[src/rtl/cic_tx_feeder.sv]
// ---------------------------------------------------------------------------
// cic_tx_feeder
//
// Transmit-side sample source for the CIC interpolator. The modulator/host
// writes X/Y sample pairs into a small FIFO. Each time the interpolator
// raises its tie request, the next pair is presented on tdix/tdiy.
// Underrun and overrun are reported as sticky flags.
//
// Ports
//   dclk     data clock, shared with the interpolator
//   rst_n    asynchronous active-low reset
//   xmt      transmit enable; when low, tie is ignored and outputs are zero
//   tie      interpolator request, high for two dclk cycles per sample
//   wr       write strobe for one pair on wdata = {X, Y}
//   wdata    packed sample pair, two's complement
//   flush    synchronous FIFO clear
//   err_clr  clears the udf/ovf sticky flags
//   full     FIFO holds 2^AW pairs
//   level    FIFO occupancy, 0..2^AW
//   tdix     X sample to the interpolator (registered)
//   tdiy     Y sample to the interpolator (registered)
//   tdv      one-cycle pulse when tdix/tdiy are updated
//   udf      sticky underrun flag
//   ovf      sticky overrun flag
//
// Optional feature (macro CIC_TX_FEEDER_HOLD_EN):
//   When defined, an underrun keeps the last valid sample on tdix/tdiy
//   instead of zeroing them, which avoids a step transient in the
//   interpolator. Flush-cycle requests and xmt=0 still zero the outputs.
// ---------------------------------------------------------------------------
module cic_tx_feeder #(
   parameter int DW = 18,
   parameter int AW = 4
) (
   input  logic            dclk,
   input  logic            rst_n,
   input  logic            xmt,
   input  logic            tie,
   input  logic            wr,
   input  logic [2*DW-1:0] wdata,
   input  logic            flush,
   input  logic            err_clr,
   output logic            full,
   output logic [AW:0]     level,
   output logic [DW-1:0]   tdix,
   output logic [DW-1:0]   tdiy,
   output logic            tdv,
   output logic            udf,
   output logic            ovf
);

   localparam int DEPTH = 1 << AW;
   localparam logic [AW:0] LEVEL_FULL = {1'b1, {AW{1'b0}}};

   logic [2*DW-1:0] mem [DEPTH];

   logic            tie_q;
   logic [AW-1:0]   wr_ptr_q, wr_ptr_d;
   logic [AW-1:0]   rd_ptr_q, rd_ptr_d;
   logic [AW:0]     level_q,  level_d;
   logic [DW-1:0]   tdix_q,   tdix_d;
   logic [DW-1:0]   tdiy_q,   tdiy_d;
   logic            tdv_q,    tdv_d;
   logic            udf_q,    udf_d;
   logic            ovf_q,    ovf_d;

   logic            req;
   logic            empty;
   logic            is_full;
   logic            pop;
   logic            push;
   logic            underrun;
   logic            overrun;
   logic [2*DW-1:0] head;

   // One request per tie pulse: only the first cycle tie is seen high.
   assign req     = tie & ~tie_q & xmt;
   assign empty   = (level_q == '0);
   assign is_full = (level_q == LEVEL_FULL);
   assign head    = mem[rd_ptr_q];

   // Flush wins over both pop and push. A request that cannot be served
   // (flush or empty) is an underrun. A write into a full FIFO is only
   // accepted if a pop frees the head slot in the same cycle; the RAM
   // read of the head happens before the write lands, so the two never
   // collide even when both pointers are equal.
   assign pop      = req & ~flush & ~empty;
   assign underrun = req & (flush | empty);
   assign push     = wr & ~flush & (~is_full | pop);
   assign overrun  = wr & ~flush & is_full & ~pop;

   always_comb begin
      wr_ptr_d = wr_ptr_q;
      rd_ptr_d = rd_ptr_q;
      level_d  = level_q;
      tdix_d   = tdix_q;
      tdiy_d   = tdiy_q;
      tdv_d    = 1'b0;
      udf_d    = (udf_q & ~err_clr) | underrun;
      ovf_d    = (ovf_q & ~err_clr) | overrun;

      if (flush) begin
         wr_ptr_d = '0;
         rd_ptr_d = '0;
         level_d  = '0;
      end else begin
         if (push) begin
            wr_ptr_d = wr_ptr_q + AW'(1);
         end
         if (pop) begin
            rd_ptr_d = rd_ptr_q + AW'(1);
         end
         if (push && !pop) begin
            level_d = level_q + (AW+1)'(1);
         end else if (pop && !push) begin
            level_d = level_q - (AW+1)'(1);
         end
      end

      // Output sample register: zero while not transmitting, head on a
      // served request, zero (or held) on underrun.
      if (!xmt) begin
         tdix_d = '0;
         tdiy_d = '0;
      end else if (pop) begin
         tdix_d = head[2*DW-1:DW];
         tdiy_d = head[DW-1:0];
         tdv_d  = 1'b1;
      end else if (underrun) begin
         tdv_d = 1'b1;
`ifdef CIC_TX_FEEDER_HOLD_EN
         if (flush) begin
            tdix_d = '0;
            tdiy_d = '0;
         end
`else
         tdix_d = '0;
         tdiy_d = '0;
`endif
      end
   end

   // Sample storage: no reset so it can map onto a dual-port RAM.
   always_ff @(posedge dclk) begin
      if (push) begin
         mem[wr_ptr_q] <= wdata;
      end
   end

   // Control and output state registers.
   always_ff @(posedge dclk or negedge rst_n) begin
      if (!rst_n) begin
         tie_q    <= 1'b0;
         wr_ptr_q <= '0;
         rd_ptr_q <= '0;
         level_q  <= '0;
         tdix_q   <= '0;
         tdiy_q   <= '0;
         tdv_q    <= 1'b0;
         udf_q    <= 1'b0;
         ovf_q    <= 1'b0;
      end else begin
         tie_q    <= tie;
         wr_ptr_q <= wr_ptr_d;
         rd_ptr_q <= rd_ptr_d;
         level_q  <= level_d;
         tdix_q   <= tdix_d;
         tdiy_q   <= tdiy_d;
         tdv_q    <= tdv_d;
         udf_q    <= udf_d;
         ovf_q    <= ovf_d;
      end
   end

   assign full  = is_full;
   assign level = level_q;
   assign tdix  = tdix_q;
   assign tdiy  = tdiy_q;
   assign tdv   = tdv_q;
   assign udf   = udf_q;
   assign ovf   = ovf_q;

endmodule

[config.mk]
export PLATFORM = sky130hd
export DESIGN_NAME = cic_tx_feeder
export DESIGN_NICKNAME = d
export VERILOG_FILES = /design/src/rtl/cic_tx_feeder.sv
export SDC_FILE = /design/constraint.sdc
export NUM_CORES = 1
export LEC_CHECK = 0
export CAP_MARGIN = 20
export CORE_UTILIZATION = 27
export DETAILED_ROUTE_END_ITERATION = 10
export GPL_ROUTABILITY_DRIVEN = 1
export PLACE_DENSITY = 0.52
export SETUP_SLACK_MARGIN = 0.5
export SLEW_MARGIN = 0
export SYNTH_ARGS = -nofsm -noshare
export SYNTH_HDL_FRONTEND = slang
export SYNTH_SLANG_ARGS = --single-unit
[constraint.sdc]
create_clock -name dclk -period 4.1 [get_ports dclk]
set_input_delay 0.82 -clock dclk [delete_from_list [all_inputs] [get_ports dclk]]
set_output_delay 0.82 -clock dclk [all_outputs]
set_load 0.005 [all_outputs]
==> run metrics, run 1 <==
Critical Path End Type=output pin; Arrival @ worst endpoint=2.42 ns; nets=1262; Final Max Slew Viols=0; ys async rst share=8.43%; post-synth top area share=71.6%; fin crit share=79.0%; CP startpoint kind=flop; final setup skew=0.0319 ns; Die W=301 um; # fillers=8264; number of max-cap violations=0; worst-margin pin slew=0.955 ns; initial antenna violation count=2; Skew-Pair Late Insertion Delay=0.63 ns; Post-Syn Area=24200 sq um; Die Area=90700 sq um; DR vias/cell=4.52; DR vias=10971; layout cells sized above 1=26.1%; Cells after DPL=2311; synth top area cells=edfxtp_1 72%, mux4_2 13%, dfrtp_1 5.5%, mux2_2 1.7%, mux2i_1 1.6%; most common cell after layout, fill and taps aside=edfxtp_1; Hold WC Path Type=in2async; flops & latches, synth=629; Worst EP required=3.28 ns; Post-Route WL=53700 um; initial core utilization=27.3%; Synth Instances=1080; Row Count=109; Final Hold Fails=0; Main synth FF type=edfxtp_1; Layout area overhead=18.8%; sequential area share after synthesis=77.1%; H-tree levels=2; 1st-pass router iterations=9; total track usage=12.0%; maximum vdd drop=295 uV; Root Driver=clkbuf_16; worst-case clock buffer depth=3; DR DRC count=6; CTS tree=done; Final min period=3.24 ns; CTS resizes=0; largest net degree at the start of global routing=54; clock sinks=629; Port Buffers=87; Antenna Cells=0; top cell type by total area after synthesis=edfxtp_1; CORE AREA=88500 sq um; post-DR wirelength/cell=22.1 um; Die Y=301 um; crit-path max FO=7; Rel. slew slack=36.3%; Setup TNS Final=0 ns; Post-synth EDFFs=576; vias in the first global route=11938; I/O pin cnt=88; failing checks=DRC; RSZ-0062 raised after global routing=no; cts hold-fix bufs=0; Pwr Total=0.0136 W; Max Fclk=0.309 GHz; Num CTS Buffers=61; unique cell type count in the Yosys netlist=49; Initial DRC Count=730; status=finished, violations left; grt ovf=0; ANT nets after route=0; Pwr Density=474 nW/um^2; Post-CTS Setup Inserts=0; R2R depth=9; HPWL after DPL=28800 um; most frequent cells in the layout=576 x edfxtp_1, 144 x mux4_2, 86 x clkdlybuf4s50_1; clk slew on worst S/H paths=0.06 ns; Mean Syn Cell Area=22.4 sq um; static leakage=8.76 nW; reg-to-reg slack, setup=1.08 ns; Final Cell Area=28700 sq um; first-pass GRT wire length=80000 um; Post-Synthesis Net Count=1133; dpl cell area=26800 sq um; Setup-failing EPs final=0; synth warn=0; critical path class=reg2out; GP Congestion=0.694; Layout Cells excl Fill=2426
## cell type report
| cell class | count | area, sq um | share of cell area (%) |
|---|---|---|---|
| sequential | 629 | 18600 | 64.9 |
| multi-input combinational | 384 | 5240 | 18.2 |
| clock buffer | 99 | 1810 | 6.31 |
| tap | 1165 | 1460 | 5.08 |
| timing repair buffer | 121 | 1390 | 4.83 |
| clock inverter | 16 | 143 | 0.497 |
| inverter | 12 | 45.0 | 0.157 |
## synthesized netlist by cell type, types with 2 or more instances
cell type  count
a21o_1         4
a21oi_1        3
a22oi_1       35
a311oi_1       2
and2_1        14
buf_1          3
buf_2         21
buf_4          3
buf_6          8
clkbuf_1      20
dfrtp_1       53
edfxtp_1     576
ha_1           9
inv_1         12
mux2_1         3
mux2_2        37
mux2i_1       38
mux4_2       144
nand2_1        9
nand2b_1       5
nand3_1        5
nand3b_1       2
nor2_1        10
o211ai_1       2
o21ai_1       35
o22ai_1        2
xnor2_1        3
## registers in the layout (all words and copies together), names as in the netlist
name,cells
rd_ptr_q,4
level,5
udf,1
tdix,18
mem,576
tdiy,18
ovf,1
tdv,1
wr_ptr_q,4
tie_q,1
## power breakdown
group	total, W	internal, W	leakage [nW]	switching (W)
Combinational	0.000963	0.000478	1.91	0.000485
Sequential	0.00722	0.00712	5.91	0.0000991
Clock	0.00543	0.00313	0.951	0.00230
## worst paths after layout
path / startpoint / to
worst min register to register: tdix[4] / tdix[4]
worst min-delay path: rst_n / tdiy[16]
max in group asynchronous: rst_n / rd_ptr_q[1]
worst max-delay path: level[0] / full
worst max register to register: level[0] / level[4]
min in group dclk: tdix[4] / tdix[4]
## through the flow
step | util, % | hold slack, ns | setup slack, ns
after floorplan | - | 0.491 | 0.405
after global placement | 30.2 | 0.507 | 0.554
after detailed placement | 30.2 | 0.504 | 0.552
after CTS | 32.4 | 0.356 | 0.809
after global routing | 32.4 | 0.382 | 0.759
final | 32.4 | 0.353 | 0.862
## critical path: stages, from the launching register on
cell and delay (ns):
dfrtp_1 0.49, or4_1 0.61, nor2_1 0.17, clkdlybuf4s50_1 0.53
## cells by family after synthesis
group | share of synthesized area [%]
fa+ha+maj | 0.549
compound gates | 2.71
simple gates | 1.26
flops | 77.1
buf+inv | 1.44
mux | 16.9
xor+xnor | 0.109
## per-layer routing
layer / vias to the layer above / wire (um) / track usage (%)
met2: 175 / 27300 / 20.6
met4: 4 / 858 / 2.67
li1: 4802 / - / -
met5: - / 22 / 0
met1: 5920 / 23400 / 15.5
met3: 70 / 2160 / 2.54
(Power assumes the default switching activity.)
==> run 2, diff against run 1 <==
Settings changed: PLACE_DENSITY 0.52 to 0.53.
Clock period 4.1 ns to 2.66 ns, I/O delays scaled along.
==> run 2 against run 1 <==
Against the previous run:
- the flow still finishes with violations (DRC)
- core utilization is 3.0 points higher
- first-iteration DRC count increased by 38%
- sequential share of layout area decreased by 5.4 points
- critical endpoint is now mem[7][4]
- largest power group unchanged
- highest routed layer unchanged
==> run metrics, run 2 (synthesized netlist as in run 1, its figures left out) <==
maximum vdd drop=448 uV (+52%); cts hold-fix bufs=0 (unchanged); HPWL after DPL=34500 um (+20%); Post-Route WL=64000 um (+19%); CORE AREA=88500 sq um (unchanged); Setup WS post-layout=0.179 ns (-0.683 ns); grt ovf=0 (unchanged); worst-margin pin slew=0.900 ns (-0.0549 ns); register name with the most flops=mem; most frequent cells in the layout=576 x edfxtp_1, 144 x mux4_2, 90 x clkbuf_16; ANT nets after route=0 (unchanged); CTS tree=done; max FFs per register=576 (unchanged); Hold WC Path Type=in2async; GP Congestion=0.750 (+8.1%); H-tree levels=3 (+1); final setup skew=0.0268 ns (-0.00509 ns); Final Max Slew Viols=0 (unchanged); 1st-pass router iterations=8 (-1); initial core utilization=27.3% (unchanged); Pwr Density=723 nW/um^2 (+53%); failing checks=DRC; Critical Path End Type=flop; most frequent CP cell=buf_6; status=finished, violations left; Min Hold Slack=0.0410 ns (-0.312 ns); CP startpoint kind=flop; crit-path max FO=7 (unchanged); nets=1397 (+11%); Worst EP required=3.03 ns (-0.25 ns); Layout area overhead=29.7%; number of max-cap violations=0 (unchanged); fin crit share=93.3%; CP max stage cell=dfrtp_2; Port Buffers=87 (unchanged); Num CTS Buffers=69 (+13%); clk slew on worst S/H paths=0.06 ns (about the same); Row Count=109 (unchanged); first-pass GRT wire length=86300 um (+7.9%); static leakage=9.94 nW (+13%); I/O pin cnt=88 (unchanged); vias in the first global route=12297 (+3.0%); DR DRC count=11 (+5); worst-case clock buffer depth=3 (unchanged); total track usage=13.1% (+1.1 points); RSZ-0062 raised after global routing=yes; Final Hold Fails=0 (unchanged); largest net degree at the start of global routing=64 (+19%); Root Driver=clkbuf_16; Die W=301 um (unchanged); DR vias/cell=4.63 (+2.4%); Die Area=90700 sq um (unchanged); pre-CTS setup slack=-0.239 ns (-0.791 ns); Initial DRC Count=1008 (+38%); register area=18600 sq um (about the same); most common cell after layout, fill and taps aside=edfxtp_1; clock sinks=629 (unchanged); layout cells sized above 1=36.1% (+10 points); Arrival @ worst endpoint=2.85 ns (+0.43 ns); Setup-failing EPs final=0 (unchanged); Crit path largest cell delay=0.40 ns (-0.21 ns); Rel. slew slack=40.0% (+3.7 points); DR vias=11890 (+8.4%); Setup TNS Final=0 ns (unchanged); Pwr Total=0.0227 W (+66%); Max Fclk=0.403 GHz; area of the multi-input gates=5450 sq um (+4.0%); post-DR wirelength/cell=24.9 um (+13%); Layout Cells excl Fill=2567 (+5.8%); critical path class=reg2reg; # fillers=8097 (-2.0%); Cells after DPL=2357 (+2.0%); Final min period=2.48 ns; worst-path cell chain=buf_6 > nor4_4 > buf_4 > buf_6 > a31oi_4 > buf_6 > buf_6 > and3b_2 > and2_4 > bufbuf_16; Skew-Pair Late Insertion Delay=0.61 ns (-0.02 ns); Die Y=301 um (unchanged); initial antenna violation count=2 (unchanged)
run 2: final cells by class:
cell class / instances / share of cell area, %
Multi-Input combinational cell: 384 / 17.4
Inverter: 12 / 0.156
Timing Repair Buffer: 248 / 11.2
Tap cell: 1165 / 4.65
Antenna cell: 1 / 0.00798
Sequential cell: 629 / 59.5
Clock buffer: 94 / 6.14
Clock inverter: 34 / 0.974
run 2: what timing repair did:
action,4_1_cts,5_1_grt
buffers inserted,17,27
setup endpoints to repair,619,594
cloned,12,25
pin swaps,7,14
resized for setup,39,53
run 2: critical path, delay by kind of cell (launching register included):
kind,cells,cell delay (ns)
AND/OR/NAND/NOR,3,0.77
buffers and inverters,6,0.97
AO/OA/AOI/OAI,1,0.10
flip-flops,1,0.40
run 2: worst paths after layout:
| path | cells after the start | end | slack, ns | from |
|---|---|---|---|---|
| setup / recovery | 10 | mem[7][4] | 0.18 | level[0] |
| hold / removal | 1 | tdiy[15] | 0.04 | rst_n |
| setup reg to reg | 10 | mem[7][4] | 0.18 | level[0] |
| hold reg to reg | 2 | tdix[8] | 0.52 | tdix[8] |
| max in group asynchronous | 1 | rd_ptr_q[2] | 1.94 | rst_n |
| min in group dclk | 1 | tie_q | 0.41 | tie |
run 2: routing by layer:
layer,global-route usage (%),vias up,routed length (um)
met2,22.3,268,32600
met3,2.46,85,2630
li1,-,5096,-
met4,3.55,2,1450
met1,17.0,6439,27400
met5,0,-,9
run 2: metrics by stage:
step / util (%) / cell area (sq um)
floorplan: - / 24300
global placement: 31.1 / 27500
detailed placement: 31.1 / 27500
CTS: 34.3 / 30300
global route: 35.4 / 31300
finish: 35.4 / 31300
run 2: where the power goes:
part	total [W]	switching, W	internal [W]
combinational	0.00221	0.00104	0.00117
clock	0.00936	0.00386	0.00550
sequential	0.0111	0.0000977	0.0110
==> run 3, diff against run 2 <==
Settings changed: CORE_ASPECT_RATIO from default to 0.5, REMOVE_ABC_BUFFERS from default to 1.
==> run 3 against run 2 <==
Against the previous run:
- the run now ends clean
- core utilization rose by 0.43 points
- first-iteration DRC count rose by 9.1%
- clock-buffer cell count fell by 1
- clock skew fell by 0.0049 ns
- flip-flop and latch count did not move
- non-clock buffer count rose by 36
- worst setup slack improved by 0.035 ns
- highest routed layer is now met4
- largest cell class unchanged
- sequential share of layout area fell by 0.69 points
- design area rose by 1.1%
- via count rose by 2.4%
- worst hold slack improved by 0.26 ns
==> run metrics, run 3 (synthesized netlist as in run 1, its figures left out) <==
initial antenna violation count=2 (unchanged); total track usage=13.3% (+0.18 points); 1st-pass router iterations=5 (-3); Num CTS Buffers=66 (-4.3%); GP Congestion=0.728 (-3.0%); worst-margin pin slew=0.740 ns (-0.161 ns); # fillers=8127 (+0.37%); fin crit share=92.0% (-1.3 points); maximum vdd drop=373 uV (-17%); Final min period=2.45 ns (-0.0348 ns); post-DR wirelength/cell=24.6 um (-1.4%); Max Fclk=0.409 GHz (+1.4%); worst-case clock buffer depth=3 (unchanged); Pwr Total=0.0223 W (-1.5%); Logic pwr share=9.5% (-0.3 points); largest net degree at the start of global routing=41 (-36%); I/O pin cnt=88 (unchanged); R2R depth=9 (-1); HPWL after DPL=33700 um (-2.4%); Final Hold Fails=0 (unchanged); Initial DRC Count=1100 (+9.1%); Worst EP required=3.13 ns (+0.10 ns); RSZ-0062 raised after global routing=yes; Die Area=90800 sq um (about the same); Pwr Density=704 nW/um^2 (-2.6%); Post-Route WL=64400 um (+0.52%); first-pass GRT wire length=87600 um (+1.5%); most frequent cells in the layout=576 x edfxtp_1, 144 x mux4_2, 92 x clkbuf_16; Layout Cells excl Fill=2618 (+2.0%); clk slew on worst S/H paths=0.06 ns (about the same); static leakage=10.2 nW (+2.2%); DR DRC count=0 (-11); number of max-cap violations=0 (unchanged); Clock power frac=40.9% (-0.4 points); Critical Path End Type=flop; Die W=425 um (+41%); sequential share of power=49.6% (+0.7 points); Setup-failing EPs final=0 (unchanged); max FFs per register=576 (unchanged); Internal=0.0174 W (-1.6%); CORE AREA=88400 sq um (about the same); layout cells sized above 1=36.5% (+0.43 points); vias in the first global route=12289 (-0.065%); Port Buffers=87 (unchanged); Row Count=77 (-29%); grt ovf=0 (unchanged); ANT nets after route=0 (unchanged); final setup skew=0.0219 ns (-0.00493 ns); Skew-Pair Late Insertion Delay=0.60 ns (about the same); critical path class=reg2reg; status=complete, no violations; H-tree levels=3 (unchanged); Cells after DPL=2397 (+1.7%); Final Max Slew Viols=0 (unchanged); Die Y=214 um (-29%); Layout area overhead=31.2%; clock sinks=629 (unchanged); initial core utilization=27.3% (about the same); most common cell after layout, fill and taps aside=edfxtp_1; crit-path max FO=4 (-3); Rel. slew slack=50.5% (+11 points); NetSw=0.00493 W (-1.2%); CTS tree=done; DR vias/cell=4.65 (+0.37%); Arrival @ worst endpoint=2.92 ns (+0.07 ns); Min Hold Slack=0.300 ns (+0.259 ns); hold depth=1; register name with the most flops=mem; DR vias=12171 (+2.4%); CP startpoint kind=flop; Sw Ratio=22.1% (+0.059 points); Root Driver=clkbuf_16; nets=1430 (+2.4%); Hold WC Path Type=in2reg
-- run 3: cell types whose count changed in the layout (fill, tap and decap cells not counted), moves of 5 or more --
cell,before,now
buf_6,18,44
buf_8,4,13
buf_12,56,48
buf_16,10,18
a22oi_1,29,35
a22oi_2,6,0
clkdlybuf4s50_1,84,78
bufbuf_16,5,0
dfrtp_1,43,48
dfrtp_2,7,2
dlygate4sd2_1,1,6
-- run 3: worst max-delay path, stage by stage, from the launching register on --
cell and delay (ns):
dfrtp_1 0.39, buf_4 0.15, nor4_4 0.35, a211oi_2 0.13
nand2b_4 0.19, fa_2 0.35, a21o_1 0.21, a2111o_1 0.36
o211ai_1 0.09, a31oi_1 0.10
-- run 3: final timing paths --
check                              start       end  slack [ns]
worst max-delay path            level[0]  level[4]        0.21
worst min-delay path                 tie     tie_q        0.30
worst max register to register  level[0]  level[4]        0.21
worst min register to register  tdix[10]  tdix[10]        0.53
max in group asynchronous          rst_n   tdiy[9]        1.56
min in group asynchronous          rst_n  tdix[10]        0.46
-- run 3: final cells by class --
| cell class | count | area [sq um] | share of cell area, % |
|---|---|---|---|
| Clock inverter | 29 | 285 | 0.900 |
| Clock buffer | 93 | 1860 | 5.85 |
| Multi-Input combinational cell | 384 | 5400 | 17.0 |
| Sequential cell | 629 | 18600 | 58.8 |
| Timing Repair Buffer | 284 | 3990 | 12.6 |
| Antenna cell | 2 | 5.00 | 0.0158 |
| Inverter | 12 | 45.0 | 0.142 |
| Tap cell | 1185 | 1480 | 4.68 |
-- run 3: metal layers --
metal	routed length, um	vias up	track usage (%)
met5	0	-	0
met4	1060	0	3.01
met3	3080	79	2.04
li1	-	5160	-
met1	28800	6613	18.4
met2	31400	319	22.0
-- run 3: power by group through the flow --
stage / sequential, W / clock [W] / combinational, W
detailed placement: 0.0113 / 0 / 0.00174
global placement: 0.0113 / 0 / 0.00174
finish: 0.0111 / 0.00914 / 0.00211
global route: 0.0111 / 0.00971 / 0.00228
floorplan: 0.0114 / 0 / 0.000866
CTS: 0.0111 / 0.00931 / 0.00197
-- run 3: what timing repair did --
| action | 4_1_cts | 5_1_grt |
|---|---|---|
| hold buffers | 1 | 0 |
| cloned | 16 | 33 |
| gates resized for setup | 80 | 60 |
| pin swaps | 11 | 15 |
| endpoints found under the hold margin | 25 | 0 |
| buffers inserted | 31 | 16 |
| endpoints found under the setup margin | 478 | 587 |
-- run 3: per-stage QoR --
stage                     utilization, %  area [sq um]  TNS (ns)  setup WS, ns
after global placement              31.0         27500    -36.13        -0.358
after CTS                           34.6         30600         0         0.187
after floorplan                        -         23900   -341.03         -4.19
final                               35.8         31700         0         0.214
after global routing                35.8         31700         0         0.109
after detailed placement            31.0         27500    -59.78        -0.402
